**config.mk**
```make
export PLATFORM = sky130hd
export DESIGN_NAME = score_display
export DESIGN_NICKNAME = d
export VERILOG_FILES = /design/src/rtl/score_display.sv
export SDC_FILE = /design/constraint.sdc
export NUM_CORES = 1
export LEC_CHECK = 0
export ABC_AREA = 1
export ABC_CLOCK_PERIOD_IN_PS = 2770
export CAP_MARGIN = 40
export CORE_MARGIN = 2
export CORE_UTILIZATION = 63
export CTS_BUF_LIST = sky130_fd_sc_hd__clkbuf_16
export DETAILED_ROUTE_END_ITERATION = 16
export GPL_TIMING_DRIVEN = 1
export PLACE_DENSITY = 0.95
export SETUP_SLACK_MARGIN = 0.5
export SYNTH_ARGS = -nofsm -noshare
export SYNTH_HDL_FRONTEND = slang
export SYNTH_SLANG_ARGS = --single-unit
```
**constraint.sdc**
```tcl
create_clock -name clk -period 2.77 [get_ports clk]
set_input_delay 0.831 -clock clk [delete_from_list [all_inputs] [get_ports clk]]
set_output_delay 0.831 -clock clk [all_outputs]
set_load 0.01 [all_outputs]
```
**src/rtl/score_display.sv**
```systemverilog
// Score to eight-digit seven-segment display: a sequential double-dabble converter
// feeds a free-running digit scanner with leading-zero blanking and gameover blink.
module score_display #(
   parameter int SCAN_DIV  = 17,
   parameter int BLINK_DIV = 25
) (
   input  logic        clk,
   input  logic        rst_n,
   input  logic [31:0] Score,
   input  logic        gameover,
   output logic        busy,
   output logic [31:0] bcd,
   output logic [7:0]  AN,
   output logic [7:0]  SEGMENT
);

   typedef enum logic [1:0] {IDLE, CONV, DONE} state_t;

   localparam int SCAN_W = SCAN_DIV + 3;

   state_t             state, state_nxt;
   logic [31:0]        last;
   logic [31:0]        shift;
   logic [39:0]        acc;
   logic [39:0]        acc_adj;
   logic [4:0]         iter;
   logic [SCAN_W-1:0]  scan_cnt;
   logic [BLINK_DIV:0] blink_cnt;
   logic [2:0]         digit;
   logic [3:0]         nibble;
   logic               blank;
   logic [7:0]         seg_code;

   // NOTE: sequential state uses non-blocking assignments so every register samples pre-edge values.
   always_ff @(posedge clk or negedge rst_n) begin
      if (!rst_n) state <= IDLE;
      else        state <= state_nxt;
   end

   // NOTE: each always_comb output gets a default first, so no branch can leave it unassigned (no latch).
   always_comb begin
      state_nxt = state;
      case (state)
         IDLE:    if (Score != last) state_nxt = CONV;
         CONV:    if (iter == 5'd31) state_nxt = DONE;
         DONE:    state_nxt = IDLE;
         default: state_nxt = IDLE;
      endcase
   end

   always_comb begin
      busy = (state != IDLE);
   end

   // Double-dabble correction: any nibble >= 5 would overflow past 9 after the shift.
   always_comb begin
      acc_adj = acc;
      for (int i = 0; i < 10; i++) begin
         if (acc[4*i +: 4] >= 4'd5) acc_adj[4*i +: 4] = acc[4*i +: 4] + 4'd3;
      end
   end

   always_ff @(posedge clk or negedge rst_n) begin
      if (!rst_n) begin
         last  <= '0;
         shift <= '0;
         acc   <= '0;
         iter  <= '0;
         bcd   <= '0;
      end else begin
         case (state)
            IDLE: begin
               if (Score != last) begin
                  last  <= Score;
                  shift <= Score;
                  acc   <= '0;
                  iter  <= '0;
               end
            end
            CONV: begin
               acc   <= {acc_adj[38:0], shift[31]};
               shift <= {shift[30:0], 1'b0};
               iter  <= iter + 5'd1;
            end
            DONE: begin
               // Scores above 99_999_999 need ten digits; the display saturates instead.
               bcd <= (acc[39:32] != 8'h00) ? 32'h9999_9999 : acc[31:0];
            end
            default: ;
         endcase
      end
   end

   always_ff @(posedge clk or negedge rst_n) begin
      if (!rst_n) begin
         scan_cnt  <= '0;
         blink_cnt <= '0;
      end else begin
         scan_cnt  <= scan_cnt + 1'b1;
         blink_cnt <= blink_cnt + 1'b1;
      end
   end

   always_comb begin
      digit  = scan_cnt[SCAN_W-1 -: 3];
      nibble = bcd[{digit, 2'b00} +: 4];
      blank  = (digit != 3'd0) && ((bcd >> {digit, 2'b00}) == 32'd0);
   end

   always_comb begin
      seg_code = 8'hFF;
      case (nibble)
         4'd0: seg_code = 8'hC0;
         4'd1: seg_code = 8'hF9;
         4'd2: seg_code = 8'hA4;
         4'd3: seg_code = 8'hB0;
         4'd4: seg_code = 8'h99;
         4'd5: seg_code = 8'h92;
         4'd6: seg_code = 8'h82;
         4'd7: seg_code = 8'hF8;
         4'd8: seg_code = 8'h80;
         4'd9: seg_code = 8'h90;
         default: seg_code = 8'hFF;
      endcase
   end

   // Pins are registered, so they lag the digit select by one cycle.
   always_ff @(posedge clk or negedge rst_n) begin
      if (!rst_n) begin
         AN      <= 8'hFF;
         SEGMENT <= 8'hFF;
      end else begin
         if (blank || (gameover && blink_cnt[BLINK_DIV])) AN <= 8'hFF;
         else                                              AN <= ~(8'd1 << digit);
         SEGMENT <= seg_code;
      end
   end

endmodule
```
# Word-level counts from Yosys, hierarchy flattened
# Memories as Yosys holds them, arrays and structs flattened. A register that Yosys moved wholly into a read port is not among the register bits.
# Index checks and enable logic that the tools add are counted.
# op_classes
addsub	13
magnitude_cmp	10
eq_ne	6
shift	3
muxes	21
bitwise	1
n_reduce_logical	13
# op_table
op	count
case mux 40 bit (2 select lines)	1
two-way mux 32 bit	2
case mux 32 bit (2 select lines)	1
>= comparator 4 x 3 -> 1 bit (second input constant)	10
two-way mux 40 bit	1
adder 4 x 2 -> 4 bit (second input constant)	9
two-way mux 4 bit	9
logical NOT 32 bit	1
inequality test 32 bit	1
indexed part select 32 x 6 -> 4 bit	1
right shift 32 x 5 -> 32 bit	1
adder 26 x 1 -> 26 bit (second input constant)	1
adder 20 x 1 -> 20 bit (second input constant)	1
case mux 5 bit (2 select lines)	1
two-way mux 8 bit	1
NOT 8 bit	1
nonzero test 8 bit	1
<< shifter 1 x 3 -> 8 bit (first input constant)	1
AND reduction 2 bit	3
adder 5 x 1 -> 5 bit (second input constant)	1
equality test 5 bit (second input constant)	1
two-way mux 5 bit	1
two-way mux 2 bit	2
inequality test 2 bit (second input constant)	2
other kinds (11)	13
# word_totals
reg_bits	205
romBits	112
inputBits	35
word_cells	78
memories	1
# mem_list
name	depth	word_bits	rd	rd_ports_with_merged_regs	write_ports	line	rtl
(no name shown)	16	7	1	1	0	112	case (nibble)

# Longest topological paths before layout
# depth
ltp_word	5
depth_mapped	16

# Least setup slack after synthesis
# No wires, ideal clock.
# synth_timing
kind	input port to flip-flop
start	input Score[18]
end	register last[22]
setup_ps	133
t_arrival_ps	1787
t_required_ps	2637
setup_slack_ps	849
path_stages	9
path_buffers	1
cell_sequence	xnor2_1 nand2_1 nor2_1 nand2_1 nor2_1 nand2_1 nand2_2 clkbuf_1 o21ai_0
# synth_between
elab_chain_len	2
# synth_rtl
item	line	rtl
start, declared	9	input logic [31:0] Score,
inequality test 32 bit	73	if (Score != last) begin
AND reduction 2 bit (no source line)	--	
end signal, assigned	74	last <= Score;
end, declared	22	logic [31:0] last;
# No other way between the ends.
# A chain may end at the register's enable or synchronous reset.

# Worst setup path in the final report
# layout_timing
start	input Score[13]
end	register acc[39]
# layout_between
elab_chain_len	3
# layout_rtl
item	line	rtl
inequality test 32 bit	73	
inequality test 2 bit (no source line)	--	
AND reduction 2 bit (no source line)	--	
end signal, assigned	81	acc <= {acc_adj[38:0], shift[31]};
end, declared	24	logic [39:0] acc;
# No other way between the ends.

==> key figures <==
Run
  • Max cap viols: 0

Floorplan
  • Die span in y: 134 µm
  • Width of the die: 134 µm
  • Core area: 16600 µm²
  • IO Pins: 84
  • Cell Rows: 47
  • Die Footprint: 18000 µm²
  • Starting density of the core: 64.4%

Final layout
  • Fill cell count: 902
  • # diodes: 0
  • Layout area overhead: 20.9%
  • Multi-input logic area: 4810 µm²
  • Post-route insts no fill: 1653
  • Reg area: 5130 µm²
  • Final net count: 1485
  • Ratio of cells with drive above 1 in the final layout: 10.3%
  • Final Util: 77.8%

Clocking
  • CTS tree: yes
  • Cts hold-fix bufs: 0
  • Clock root buffer: clkbuf_16
  • Clk sink count: 204
  • Max Buffers Root-to-Sink: 3
  • H-tree depth: 1
  • Clk slew on worst S/H paths: 70 ps
  • Clock insertion delay at the later pin of the skew report: 520 ps
  • CTS Buf Count: 22

Timing
  • Pins Over Slew Limit: 0
  • RSZ-0062 raised after global routing: yes
  • FMAX: 395 MHz
  • Clock skew: 17.6 ps
  • TNS Setup: 0 ps
  • Final hold viol count: 0
  • Post-route minimum period: 2530 ps
  • Setup ws final: 241 ps
  • Worst-Margin Slew: 631 ps
  • Final hold slack: 326 ps
  • Max_slew headroom: 57.9%
  • Final worst-path cycle share: 91.3%
  • Final Setup Violations: 0

Worst hold path
  • HP Class: in2async

Logic synthesis
  • Net Count, Synth: 1387
  • Register area share after synthesis: 48.0%
  • Compound-Gate Fraction of Synth Area: 9.66%
  • Multiplexer share of the synthesized area: 0%
  • Post-Synth XOR/XNOR Area: 6.31%
  • Most used DFF post-synth: dfrtp_1
  • Largest family of logic cells by synthesized area: simple AND/OR/NAND/NOR gates
  • Netlist Area Pre-Place: 10700 µm²
  • Gate Count Post-Synth: 1322
  • Synth Area in Adders: 3.51%
  • Post-Synth Simple-Gate Area: 24.5%
  • Avg Inst Size Synth: 8.08 µm²
  • Synth warn: 0
  • Distinct cell type count after synthesis: 40
  • Yosys reg bits: 204
  • Number of flops mapped to enable cells by yosys: 0
  • Ys async rst share: 100%

Global route
  • Overall Global Routing Usage: 30.9%
  • First-pass GRT wire length: 45400 µm
  • Met1 Usage GRT: 38.6%
  • Initial antenna violation count: 0
  • GRT Max-Usage Layer: met2
  • GRT overflow: 0
  • Number of global-route vias before repair: 9536
  • M2 GR Usage: 52.6%
  • GRT met3 Usage: 5.25%
  • Largest net degree at the start of global routing: 68

Setup path
  • Worst reg-to-reg setup slack: 320 ps
  • Delay-heaviest family, CP: simple AND/OR/NAND/NOR gates
  • Worst EP required: 3210 ps
  • Buf/Inv on CP: 3
  • Reg2Reg Capture Point: bcd[27]$_DFFE_PN0N_
  • CP Max Fanout: 10
  • CP endpoint kind: flop
  • Worst reg2reg path startpoint: acc[36]$_DFFE_PN0P_
  • Most used cell, CP: nand2_1
  • CP peak stage delay: 440 ps
  • Cell depth of the worst flop-to-flop path: 10
  • Critical-path cell list: clkdlybuf4s50_1 -> xnor2_1 -> nand2_1 -> nor2_2 -> nand2_2 -> nor2_4 -> nand2_4 -> nand2_8 -> buf_12 -> clkbuf_16 -> nand3_1 -> nand2_1
  • Worst path arrival time: 2970 ps
  • Critical Path Start Type: primary input
  • WS Path Type: in2reg
  • Slowest-stage cell, CP: clkdlybuf4s50_1

Routing
  • Total vias in the final route: 10.4k
  • Aggregate routed wire length: 32700 µm
  • Drt initial violations: 1498
  • DR pass1 iterations: 9
  • Vias per cell: 6.28
  • Antenna Nets Post-Route: 0
  • Drc violations: 0
  • Avg WL per Cell: 19.8 µm

Run status
  • Status: finished, final reports clean

Place
  • DP Wirelength: 16600 µm
  • Gpl congestion: 0.910
  • IO Port Bufs: 82
  • DP Worst Slack: 31.2 ps
  • DP Cell Count: 1587

Power and ir drop
  • Power per Cell Area: 802 nW/µm²
  • Leakage: 0.00653 µW
  • Max IR drop VDD: 639 µV
-- metrics by stage --
stage	area [µm²]	power, µW
finish	12900	10400
global route	12900	10700
CTS	12500	9960
detailed placement	11700	6960
global placement	11700	6750
floorplan	10700	5740
-- final cells by class --
type | count | area share [%]
Multi-Input combinational cell | 924 | 37.3
Sequential cell | 204 | 39.7
Inverter | 137 | 4.05
Tap cell | 220 | 2.13
Clock buffer | 23 | 4.46
Timing Repair Buffer | 131 | 11.2
Clock inverter | 14 | 1.10
-- synthesized netlist by cell type (all sizes together), types with 22 or more instances --
cell,number,area [µm²]
nand2,355,1340
dfrtp,189,4730
nand3,142,716
o21ai,142,714
inv,136,513
nor2,90,360
xnor2,45,394
a21oi,37,185
buf,35,257
xor2,32,280
ha,30,375
clkbuf,22,83.8
-- registers in the layout, indices dropped and copies added, names as in the netlist --
register   flops
AN             8
SEGMENT        7
acc           40
bcd           32
blink_cnt     26
iter           5
last          32
scan_cnt      20
shift         32
state          2
-- power by group --
group	leakage (µW)	total (µW)	internal (µW)	switching, µW
clock network	0.000351	3030	1770	1260
registers	0.00253	4280	3630	646
logic	0.00364	3050	1190	1850
total	0.00653	10400	6600	3760
-- repair_timing --
action,CTS,global route
gates resized for setup,44,53
pin swaps,1,22
setup buffers,8,11
setup endpoints to repair,134,133
cloned,1,9
-- layout by cell type, fill, tap and decap left out, types with 4 or more instances in the layout --
cell and instances:
a21oi_1 37, a31oi_1 7, buf_12 4, buf_4 29
clkbuf_16 30, clkdlybuf4s50_1 28, clkinv_1 6, dfrtp_1 185
dfrtp_2 4, dfstp_2 15, dlygate4sd2_1 35, dlymetal6s2s_1 17
ha_1 29, inv_1 128, inv_2 7, nand2_1 343
nand2_2 8, nand3_1 141, nand4_1 8, nor2_1 74
nor2_2 12, nor2_4 4, nor3_1 12, o21ai_0 128
o21ai_1 13, o31ai_1 8, xnor2_1 43, xor2_1 32
-- routing by layer --
| metal | share of wire [%] | vias to the layer above |
|---|---|---|
| li1 | - | 4433 |
| met1 | 35 | 4810 |
| met2 | 47 | 875 |
| met3 | 11 | 259 |
| met4 | 6.9 | 0 |
| met5 | 0 | - |
-- cell families (layout without fill, tap and decap cells) --
logic type      count (synthesis)  in the layout
simple gates                  618            618
flops                         204            204
compound gates                198            198
buf+inv                       194            305
xor+xnor                       77             77
fa+ha+maj                      30             30
other cells                     1              1
-- worst max path at each step --
| stage | to | slack, ps | from | cells past startpoint |
|---|---|---|---|---|
| 3_5_place_dp | last[2]$_DFFE_PN0P_ | 30 | Score[20] | 11 |
| 4_1_cts | busy | 470 | state[0]$_DFFE_PN0P_ | 4 |
| 2_1_floorplan | last[22]$_DFFE_PN0P_ | 850 | Score[18] | 9 |
| 3_3_place_gp | state[0]$_DFFE_PN0P_ | 110 | Score[21] | 10 |
| 5_1_grt | bcd[15]$_DFFE_PN0N_ | 80 | acc[36]$_DFFE_PN0P_ | 9 |
| 6_report | acc[39]$_DFFE_PN0P_ | 240 | Score[13] | 12 |
No activity file was read; power rests on OpenSTA's default activity.
